**src/rtl/addr_trans_pkg.sv**
```systemverilog
// Shared definitions for the address translation MMU: TLB entry layout,
// exception codes and access/mode encodings.
package addr_trans_pkg;

  localparam int TLBE_W       = 83;
  localparam int TLBE_HALF_W  = 26;
  localparam int TLBE_H0_LO   = 0;
  localparam int TLBE_H1_LO   = 26;
  localparam int TLBE_G       = 52;
  localparam int TLBE_ASID_LO = 53;
  localparam int TLBE_VPPN_LO = 63;
  localparam int TLBE_E       = 82;

  // Bit offsets inside one 26-bit half-page descriptor
  localparam int HALF_V      = 0;
  localparam int HALF_D      = 1;
  localparam int HALF_MAT_LO = 2;
  localparam int HALF_PLV_LO = 4;
  localparam int HALF_PPN_LO = 6;

  localparam logic [5:0] ECODE_NONE = 6'h00;
  localparam logic [5:0] ECODE_PIL  = 6'h01;
  localparam logic [5:0] ECODE_PIS  = 6'h02;
  localparam logic [5:0] ECODE_PIF  = 6'h03;
  localparam logic [5:0] ECODE_PME  = 6'h04;
  localparam logic [5:0] ECODE_PPI  = 6'h07;
  localparam logic [5:0] ECODE_TLBR = 6'h3F;

  typedef enum logic [1:0] {
    ACC_FETCH = 2'd0,
    ACC_LOAD  = 2'd1,
    ACC_STORE = 2'd2
  } acc_type_e;

  typedef enum logic {
    MODE_DA = 1'b0,
    MODE_PG = 1'b1
  } xlate_mode_e;

  typedef struct packed {
    logic [19:0] ppn;
    logic [1:0]  plv;
    logic [1:0]  mat;
    logic        d;
    logic        v;
  } tlb_half_t;

  function automatic tlb_half_t tlbe_half(input logic [TLBE_W-1:0] ent, input logic odd);
    tlb_half_t h;
    if (odd) begin
      h = ent[TLBE_H1_LO +: TLBE_HALF_W];
    end else begin
      h = ent[TLBE_H0_LO +: TLBE_HALF_W];
    end
    return h;
  endfunction

  // Invalid-page exception code depends on what the access was trying to do
  function automatic logic [5:0] inv_ecode(input logic [1:0] acc);
    logic [5:0] code;
    case (acc)
      ACC_FETCH: code = ECODE_PIF;
      ACC_STORE: code = ECODE_PIS;
      ACC_LOAD:  code = ECODE_PIL;
      default:   code = ECODE_PIL;
    endcase
    return code;
  endfunction

endpackage

```
**src/rtl/addr_trans_mmu_tlb_lookup.sv**
```systemverilog
// Combinational fully-associative TLB match for one virtual page number;
// the lowest matching entry index supplies the selected half-page.
module tlb_lookup
  import addr_trans_pkg::*;
#(
  parameter int TLB_ENTRIES = 16
) (
  input  logic [TLB_ENTRIES*TLBE_W-1:0] i_entries,
  input  logic [19:0]                   i_vpn,
  input  logic [9:0]                    i_asid,
  output logic                          o_hit,
  output tlb_half_t                     o_half
);

  localparam int IDX_W = (TLB_ENTRIES > 1) ? $clog2(TLB_ENTRIES) : 1;

  logic [TLB_ENTRIES-1:0] w_hit_vec;
  tlb_half_t              w_half [TLB_ENTRIES];
  logic [IDX_W-1:0]       w_sel;

  for (genvar i = 0; i < TLB_ENTRIES; i++) begin : g_ent
    logic [TLBE_W-1:0] w_ent;
    assign w_ent        = i_entries[i*TLBE_W +: TLBE_W];
    assign w_hit_vec[i] = w_ent[TLBE_E]
                        & (w_ent[TLBE_VPPN_LO +: 19] == i_vpn[19:1])
                        & (w_ent[TLBE_G] | (w_ent[TLBE_ASID_LO +: 10] == i_asid));
    assign w_half[i]    = tlbe_half(w_ent, i_vpn[0]);
  end

  // Priority select: scanning downward leaves the lowest hit index in w_sel
  always_comb begin
    w_sel = '0;
    for (int i = TLB_ENTRIES - 1; i >= 0; i--) begin
      w_sel = w_hit_vec[i] ? IDX_W'(i) : w_sel;
    end
  end

  assign o_hit  = |w_hit_vec;
  assign o_half = w_half[w_sel];

endmodule

```
**src/rtl/addr_trans_mmu.sv**
```systemverilog
// Multi-channel virtual-to-physical address translator with DA, DMW and
// TLB paging modes; one registered response per accepted request.
module addr_trans_mmu
  import addr_trans_pkg::*;
#(
  parameter int NUM_CH      = 2,
  parameter int NUM_DMW     = 2,
  parameter int TLB_ENTRIES = 16,
  parameter int IDX_W       = $clog2(TLB_ENTRIES)
) (
  input  logic                    clk,
  input  logic                    rst,
  input  logic [NUM_CH-1:0]       req_valid,
  output logic [NUM_CH-1:0]       req_ready,
  input  logic [NUM_CH*32-1:0]    req_vaddr,
  input  logic [NUM_CH*2-1:0]     req_type,
  output logic [NUM_CH-1:0]       resp_valid,
  input  logic [NUM_CH-1:0]       resp_ready,
  output logic [NUM_CH*32-1:0]    resp_paddr,
  output logic [NUM_CH*2-1:0]     resp_mat,
  output logic [NUM_CH-1:0]       resp_exc,
  output logic [NUM_CH*6-1:0]     resp_ecode,
  input  logic                    csr_da,
  input  logic                    csr_pg,
  input  logic [1:0]              csr_plv,
  input  logic [1:0]              csr_datm,
  input  logic [9:0]              csr_asid,
  input  logic [NUM_DMW*32-1:0]   csr_dmw,
  input  logic                    tlb_we,
  input  logic [IDX_W-1:0]        tlb_windex,
  input  logic [TLBE_W-1:0]       tlb_wentry,
  input  logic                    tlb_inv_all
);

  localparam int DMW_IW = (NUM_DMW > 1) ? $clog2(NUM_DMW) : 1;

  logic [TLBE_W-1:0]             r_tlb [TLB_ENTRIES];
  logic [TLB_ENTRIES*TLBE_W-1:0] w_tlb_flat;
  xlate_mode_e                   w_mode;
  logic                          w_dmw_unused;

  // Only the legal paging combination enables translation; all others are DA
  assign w_mode = (!csr_da && csr_pg) ? MODE_PG : MODE_DA;

  for (genvar d = 0; d < NUM_DMW; d++) begin : g_dmw_unused
    logic w_bits_unused;
    assign w_bits_unused = ^{csr_dmw[32*d+28], csr_dmw[32*d+6 +: 19], csr_dmw[32*d+1 +: 2]};
  end
  assign w_dmw_unused = g_dmw_unused[0].w_bits_unused;

  // Entry storage: invalidate-all is applied before a same-cycle write
  always_ff @(posedge clk) begin
    if (rst) begin
      for (int i = 0; i < TLB_ENTRIES; i++) begin
        r_tlb[i] <= '0;
      end
    end else begin
      if (tlb_inv_all) begin
        for (int i = 0; i < TLB_ENTRIES; i++) begin
          r_tlb[i][TLBE_E] <= 1'b0;
        end
      end
      if (tlb_we) begin
        r_tlb[tlb_windex] <= tlb_wentry;
      end
    end
  end

  for (genvar i = 0; i < TLB_ENTRIES; i++) begin : g_flat
    assign w_tlb_flat[i*TLBE_W +: TLBE_W] = r_tlb[i];
  end

  for (genvar c = 0; c < NUM_CH; c++) begin : g_ch
    logic [31:0]        w_va;
    logic [1:0]         w_ty;
    logic               w_accept;
    logic               w_hit;
    tlb_half_t          w_half;
    logic [NUM_DMW-1:0] w_dmw_match;
    logic [DMW_IW-1:0]  w_dmw_sel;
    logic [31:0]        w_dmw_cfg;
    logic [31:0]        w_paddr;
    logic [1:0]         w_mat;
    logic               w_exc;
    logic [5:0]         w_ecode;
    logic               r_valid;
    logic [31:0]        r_paddr;
    logic [1:0]         r_mat;
    logic               r_exc;
    logic [5:0]         r_ecode;

    assign w_va     = req_vaddr[32*c +: 32];
    assign w_ty     = req_type[2*c +: 2];
    assign w_accept = req_valid[c] & req_ready[c];

    tlb_lookup #(.TLB_ENTRIES(TLB_ENTRIES)) u_lookup (
      .i_entries (w_tlb_flat),
      .i_vpn     (w_va[31:12]),
      .i_asid    (csr_asid),
      .o_hit     (w_hit),
      .o_half    (w_half)
    );

    for (genvar d = 0; d < NUM_DMW; d++) begin : g_dmw
      assign w_dmw_match[d] = (w_mode == MODE_PG)
                            & (w_va[31:29] == csr_dmw[32*d+29 +: 3])
                            & ((csr_dmw[32*d] & (csr_plv == 2'd0))
                              | (csr_dmw[32*d+3] & (csr_plv == 2'd3)));
    end

    // Lowest matching window index wins
    always_comb begin
      w_dmw_sel = '0;
      for (int d = NUM_DMW - 1; d >= 0; d--) begin
        w_dmw_sel = w_dmw_match[d] ? DMW_IW'(d) : w_dmw_sel;
      end
    end

    assign w_dmw_cfg = csr_dmw[32*w_dmw_sel +: 32];

    // Translation result; the TLB faults are checked in priority order
    always_comb begin
      w_paddr = w_va;
      w_mat   = 2'd0;
      w_exc   = 1'b0;
      w_ecode = ECODE_NONE;
      if (w_mode == MODE_DA) begin
        w_mat = csr_datm;
      end else if (|w_dmw_match) begin
        w_paddr = {w_dmw_cfg[27:25], w_va[28:0]};
        w_mat   = w_dmw_cfg[5:4];
      end else if (!w_hit) begin
        w_exc   = 1'b1;
        w_ecode = ECODE_TLBR;
      end else if (!w_half.v) begin
        w_exc   = 1'b1;
        w_ecode = inv_ecode(w_ty);
      end else if (csr_plv > w_half.plv) begin
        w_exc   = 1'b1;
        w_ecode = ECODE_PPI;
      end else if ((w_ty == ACC_STORE) && !w_half.d) begin
        w_exc   = 1'b1;
        w_ecode = ECODE_PME;
      end else begin
        w_paddr = {w_half.ppn, w_va[11:0]};
        w_mat   = w_half.mat;
      end
    end

    // Response register: loads on accept, holds while the consumer stalls
    always_ff @(posedge clk) begin
      if (rst) begin
        r_valid <= 1'b0;
        r_paddr <= 32'd0;
        r_mat   <= 2'd0;
        r_exc   <= 1'b0;
        r_ecode <= 6'd0;
      end else if (w_accept) begin
        r_valid <= 1'b1;
        r_paddr <= w_paddr;
        r_mat   <= w_mat;
        r_exc   <= w_exc;
        r_ecode <= w_ecode;
      end else if (resp_ready[c]) begin
        r_valid <= 1'b0;
      end
    end

    assign req_ready[c]          = ~r_valid | resp_ready[c];
    assign resp_valid[c]         = r_valid;
    assign resp_paddr[32*c +: 32] = r_paddr;
    assign resp_mat[2*c +: 2]     = r_mat;
    assign resp_exc[c]           = r_exc;
    assign resp_ecode[6*c +: 6]   = r_ecode;
  end

endmodule

```
**config.mk**
```make
export PLATFORM = sky130hd
export DESIGN_NAME = addr_trans_mmu
export DESIGN_NICKNAME = d
export VERILOG_FILES = /design/src/rtl/addr_trans_pkg.sv /design/src/rtl/addr_trans_mmu_tlb_lookup.sv /design/src/rtl/addr_trans_mmu.sv
export SDC_FILE = /design/constraint.sdc
export NUM_CORES = 2
export LEC_CHECK = 0
export BUFFER_PORTS_ARGS = -buffer_cell sky130_fd_sc_hd__buf_4
export CAP_MARGIN = 0
export CORE_MARGIN = 2
export CORE_UTILIZATION = 49
export DETAILED_ROUTE_END_ITERATION = 16
export HOLD_SLACK_MARGIN = 0.1
export PLACE_DENSITY = 0.66
export SLEW_MARGIN = 20
export SYNTH_ARGS = -nofsm -noshare
export SYNTH_HDL_FRONTEND = slang
export SYNTH_HIERARCHICAL = 1
export SYNTH_SLANG_ARGS = --single-unit
```
**constraint.sdc**
```tcl
create_clock -name clk -period 7.8 [get_ports clk]
set_input_delay 1.56 -clock clk [delete_from_list [all_inputs] [get_ports clk]]
set_output_delay 1.56 -clock clk [all_outputs]
set_load 0.005 [all_outputs]
```
After elaboration in Yosys (flattened, before gate mapping). Memory sizes are Yosys's and may differ from the RTL's. Cells that the tools add are included.

Flip-flop bits (word level): 84. Bits in writable memories: 1328. Bits of input ports: 243. Output and inout bits: 86. Logic and storage cells: 358. Memories: 1.

Magnitude comparators: 4. Eq/ne operators: 55. Shifts and indexed selects: 2. Multiplexer cells: 153. Bitwise operators: 118. Reductions and logical operators: 15.

Memories: r_tlb (depth 16, bits a word 83, read ports 16, clocked after Yosys merged registers in 0, wr ports 17, line addr_trans_mmu.sv:37) `logic [TLBE_W-1:0] r_tlb [TLB_ENTRIES];`.

Operators by type and width (number): 26-bit 2-to-1 mux (36); 19-bit == test (32); 32-bit 2-to-1 mux (12); 26-bit binary-select mux with 4-bit select (2); 10-bit == test (16); 4-bit 2-to-1 mux (32); 64-bit by 7-bit indexed part select with 28-bit output (2); 1-bit bitwise AND (78); 6-bit 2-to-1 mux (8); 1-bit 2-to-1 mux (45); 1-bit bitwise OR (36); 16-bit OR reduction (2); 2-bit 2-to-1 mux (12); 3-bit == test (4); 3-bit 2-to-1 mux (4); 5-bit >= comparator (second input constant) (2); 4-bit inverter with 5-bit output (2); 2-bit one-hot mux with 2 select lines (2); 2-bit == test (second input constant) (3); 2-bit logical NOT (3); 2-bit > comparator (2); 2-bit nonzero test (2); 2-bit OR reduction (2); 1-bit logical AND (3); 2 further kinds (5).

Logic depth before layout (Yosys ltp). An unclocked memory read counts as a cell.

Depth after elaboration: 32. Depth in mapped cells: 28. Gate-level depth less buffers: 19.

Hierarchy. Netlist, hierarchy kept.

By module, submodules not included: addr_trans_mmu (times used 1, cells an instance 3462, area an instance 53517.6 um^2, sequential area each 41479.8 um^2); tlb_lookup (times used 2, cells an instance 1657, area an instance 13835.8 um^2, sequential area each 0.0 um^2).

Least setup slack after synthesis. OpenSTA, ideal clock, no wires.

Kind: input to register. From: input req_vaddr[56]. To: register g_ch[1].r_paddr[21]. Library setup time: 0.154 ns. Arrival time: 6.435 ns. Required time: 7.646 ns. Path slack: 1.211 ns. Stages: 24. Path buffers: 6. Cells stage by stage: buf_2 -> buf_2 -> xnor2_1 -> nor4b_1 -> nand3_1 -> or4_1 -> a211oi_1 -> o2111ai_1 -> a32oi_2 -> buf_2 -> buf_2 -> mux4_2 -> a221oi_2 -> o21ai_1 -> inv_1 -> ha_1 -> nor2b_1 -> o21ai_2 -> nand2_2 -> or4_4 -> buf_6 -> buf_12 -> nand2_2 -> a311oi_2.

RTL lines: from (decl) (line addr_trans_mmu.sv:15) `input logic [NUM_CH*32-1:0] req_vaddr,`; to (signal assigned) (line addr_trans_mmu.sv:160) `r_paddr <= w_paddr;`; to (decl) (line addr_trans_mmu.sv:87) `logic [31:0] r_paddr;`.

==> run metrics <==
outcome finished clean; Die H 411 um; Post-Syn Nets 7023; Worst setup SP type input pin; Synth Area in XOR/XNOR 10.1%; synthesis-stage register bit count 1408; register area share after synthesis 51.1%; Worst path max stage delay 0.63 ns; Placed Cells 9039; final setup margin 0.773 ns; Max H-tree Level 4; GR met3 Demand/Resource 8.46%; vias per cell 6.50; largest net degree at the start of global routing 84; grt met2 use 56.3%; Post-Layout Cell Count 9346; sequential share of power 48.1%; detailed-route via count 60736; worst-path fanout max 25; GRT overflow 0; DIE WIDTH 411 um; first-pass GRT wire length 435000 um; initial antenna violation count 38; Required @ worst endpoint 8.43 ns; CTS root buf clkbuf_16; total CTS buffers 160; Int Power 13.9 mW; Skew-Pair Late Insertion Delay 0.83 ns; nets 7259; relative slew slack 21.4%; mux share of post-synthesis cell area 8.00%; Cells after Synth 6776; adder-cell share of the synthesized area 0.0616%; Starting Density 49.3%; Leak 32.4 nW; mean area per synthesized cell 12.0 um^2; Total GRT Usage 36.2%; die area 169000 um^2; Fmax achieved 142 MHz; Post-Route WL 311000 um; TritonCTS clock tree built; Crit Path Class in2reg; synthesized area 81200 um^2; IR drop worst, VDD 0.000259 V; Final setup viols 0; Bufs on Longest Clock Path 3; Slew Limit Fails 0; WL per Instance 33.3 um; Buf/Inv on CP 8; commonest non-fill, non-tap cell in the layout and2_1; # hold bufs at CTS 0; Post-synth ARST share 0%; M1 GR Usage 46.3%; MaxCap Viol Count 0; dpl cell area 86600 um^2; Design Power 18.7 mW; Clock power frac 40.7%; vias in the first global route 59447; Synth Area in Simple Gates 19.3%; Setup Fix Bufs, Post-CTS 0; switching share of power 25.9%; RePlAce Congestion 1.03; share of cells above drive strength 1 17.7%; PwrDens 204 nW/um^2; final instance area 91800 um^2; row cnt 149; Post-synth top flop edfxtp_1; I/O Buffers 284; number of library cell types mapped by synthesis 88; most frequent cells in the layout and2_1, edfxtp_1, xor2_1, buf_4, nand2_1; minimum clock period 7.03 ns; CP most frequent cell buf_4; number of synthesized flops with an enable pin 1328; IO Pins 329; post-CTS sizing 0; unrepaired setup endpoints after global routing no; hold crit path type reg2reg; Final HPWL DP 202000 um; Routed Antenna Nets 0; Remaining DRCs 0; clock tree sinks 1408; Worst EP arrival 7.66 ns; initial DRC count 8375; post-synthesis compound-gate area fraction 7.60%; GR peak layer met2; CP max-delay cell or4_1; Worst-Margin Slew 1.18 ns; combinational power share 11.2%; Ys Warns 6; Clock Skews 0.0322 ns; main combinational cell family by area after synthesis simple AND/OR/NAND/NOR gates; Core ar. 165000 um^2; Worst setup EP type flop; setup TNS 0 ns; DP Worst Slack 0.143 ns; final worst path period share 90.1%; Clock transition at path regs 0.06 ns; switching pwr 4.85 mW; synthesis-to-finish area growth 13.1%; drt first pass iters 8; delay-heaviest family, CP compound AO/OA/AOI/OAI gates; final hold violation count 0
-- cell type report --
type / count / area [um^2]
fill: 13665 / 73000
multi-input combinational: 4763 / 37100
clock inverter: 78 / 867
inverter: 18 / 70.1
sequential: 1408 / 41500
timing repair buffer: 661 / 5230
tap: 2189 / 2740
clock buffer: 205 / 4290
antenna: 24 / 60.1
-- registers in the layout, indices dropped and copies added (netlist names) --
name,cells
g_ch.r_ecode,8
g_ch.r_exc,2
g_ch.r_mat,4
g_ch.r_paddr,64
g_ch.r_valid,2
r_tlb,1328
-- cells by family (layout without fill, tap and decap cells) --
kind of cell               count (synthesis)  after routing
and+or+nand+nor                         2640           2640
DFF                                     1408           1408
xor gates and xnor gates                 940            940
AOI/OAI and AO/OA                        793            793
buffers and inverters                    605            962
muxes                                    386            386
adders and majority gates                  4              4
other                                      0             24
-- metal layers --
| layer | wire (um) | part of all wire [%] | up-vias |
|---|---|---|---|
| met4 | 21500 | 6.9 | 6 |
| met2 | 140000 | 45 | 3895 |
| met1 | 116000 | 37 | 30460 |
| li1 | - | - | 25386 |
| met3 | 34000 | 11 | 989 |
| met5 | 38 | 0.012 | - |
-- synth_stat cells (11+ instances only) --
cell / count / share of area (%)
nand2_1: 322 / 1.5
edfxtp_1: 1328 / 49
a221oi_1: 84 / 0.91
and2_1: 1385 / 11
nand4b_1: 34 / 0.37
o21a_1: 11 / 0.10
mux2i_1: 154 / 1.9
buf_4: 56 / 0.52
or3_1: 18 / 0.14
o31ai_1: 26 / 0.24
inv_1: 16 / 0.074
or2_2: 19 / 0.15
a221oi_2: 42 / 0.78
nand3_1: 111 / 0.68
a311oi_1: 26 / 0.28
a22o_1: 54 / 0.58
nor2_1: 80 / 0.37
mux4_2: 208 / 5.8
xor2_1: 647 / 7.0
nor2b_1: 63 / 0.49
buf_6: 51 / 0.71
a21oi_1: 154 / 0.95
o41ai_1: 50 / 0.54
nor4b_1: 34 / 0.37
buf_1: 13 / 0.060
a21o_1: 32 / 0.30
nand2_2: 11 / 0.085
clkbuf_1: 340 / 1.6
nand2b_1: 24 / 0.18
or4_1: 51 / 0.47
a31o_1: 24 / 0.26
nor4_1: 252 / 1.9
dfxtp_1: 80 / 2.0
nor3_1: 14 / 0.086
o21ai_0: 72 / 0.44
buf_2: 119 / 0.73
o21ai_1: 57 / 0.35
a221o_1: 25 / 0.31
and3_1: 91 / 0.70
xnor2_1: 293 / 3.2
a211oi_1: 11 / 0.10
a41oi_1: 32 / 0.35
nand4_1: 100 / 0.77
mux2_2: 24 / 0.33
-- metrics by stage --
stage          hold WS (ns)  utilization [%]
6_report              0.456             55.7
3_5_place_dp          0.449             52.5
4_1_cts               0.457             55.7
2_1_floorplan         0.437                -
3_3_place_gp          0.443             52.5
5_1_grt               0.476             55.7
-- power groups by stage --
stage,Combinational (mW),Sequential (mW),Clock (mW)
finish,2.10,9.01,7.61
CTS,2.06,8.99,7.65
global placement,2.03,9.12,0
floorplan,1.19,9.07,0
global route,2.19,9.05,7.92
detailed placement,2.05,9.15,0
-- worst paths after layout --
kind                                     startpoint                  end  slack, ns  depth (start not counted)
worst max register to register        r_tlb[14][62]  g_ch[0].r_paddr[21]       1.57                         24
worst max-delay path                    csr_asid[4]  g_ch[0].r_paddr[21]       0.77                         25
worst min-delay path            g_ch[0].r_paddr[11]  g_ch[0].r_paddr[11]       0.46                          2
worst min register to register  g_ch[0].r_paddr[11]  g_ch[0].r_paddr[11]       0.46                          2
-- tightest hold or removal path, delay by kind of cell (launching register included) --
| kind | cells | cell delay (ns) |
|---|---|---|
| DFF | 1 | 0.31 |
| and+or+nand+nor | 1 | 0.05 |
| AOI/OAI and AO/OA | 1 | 0.05 |
Note: power is estimated with default switching activity, not from simulation.
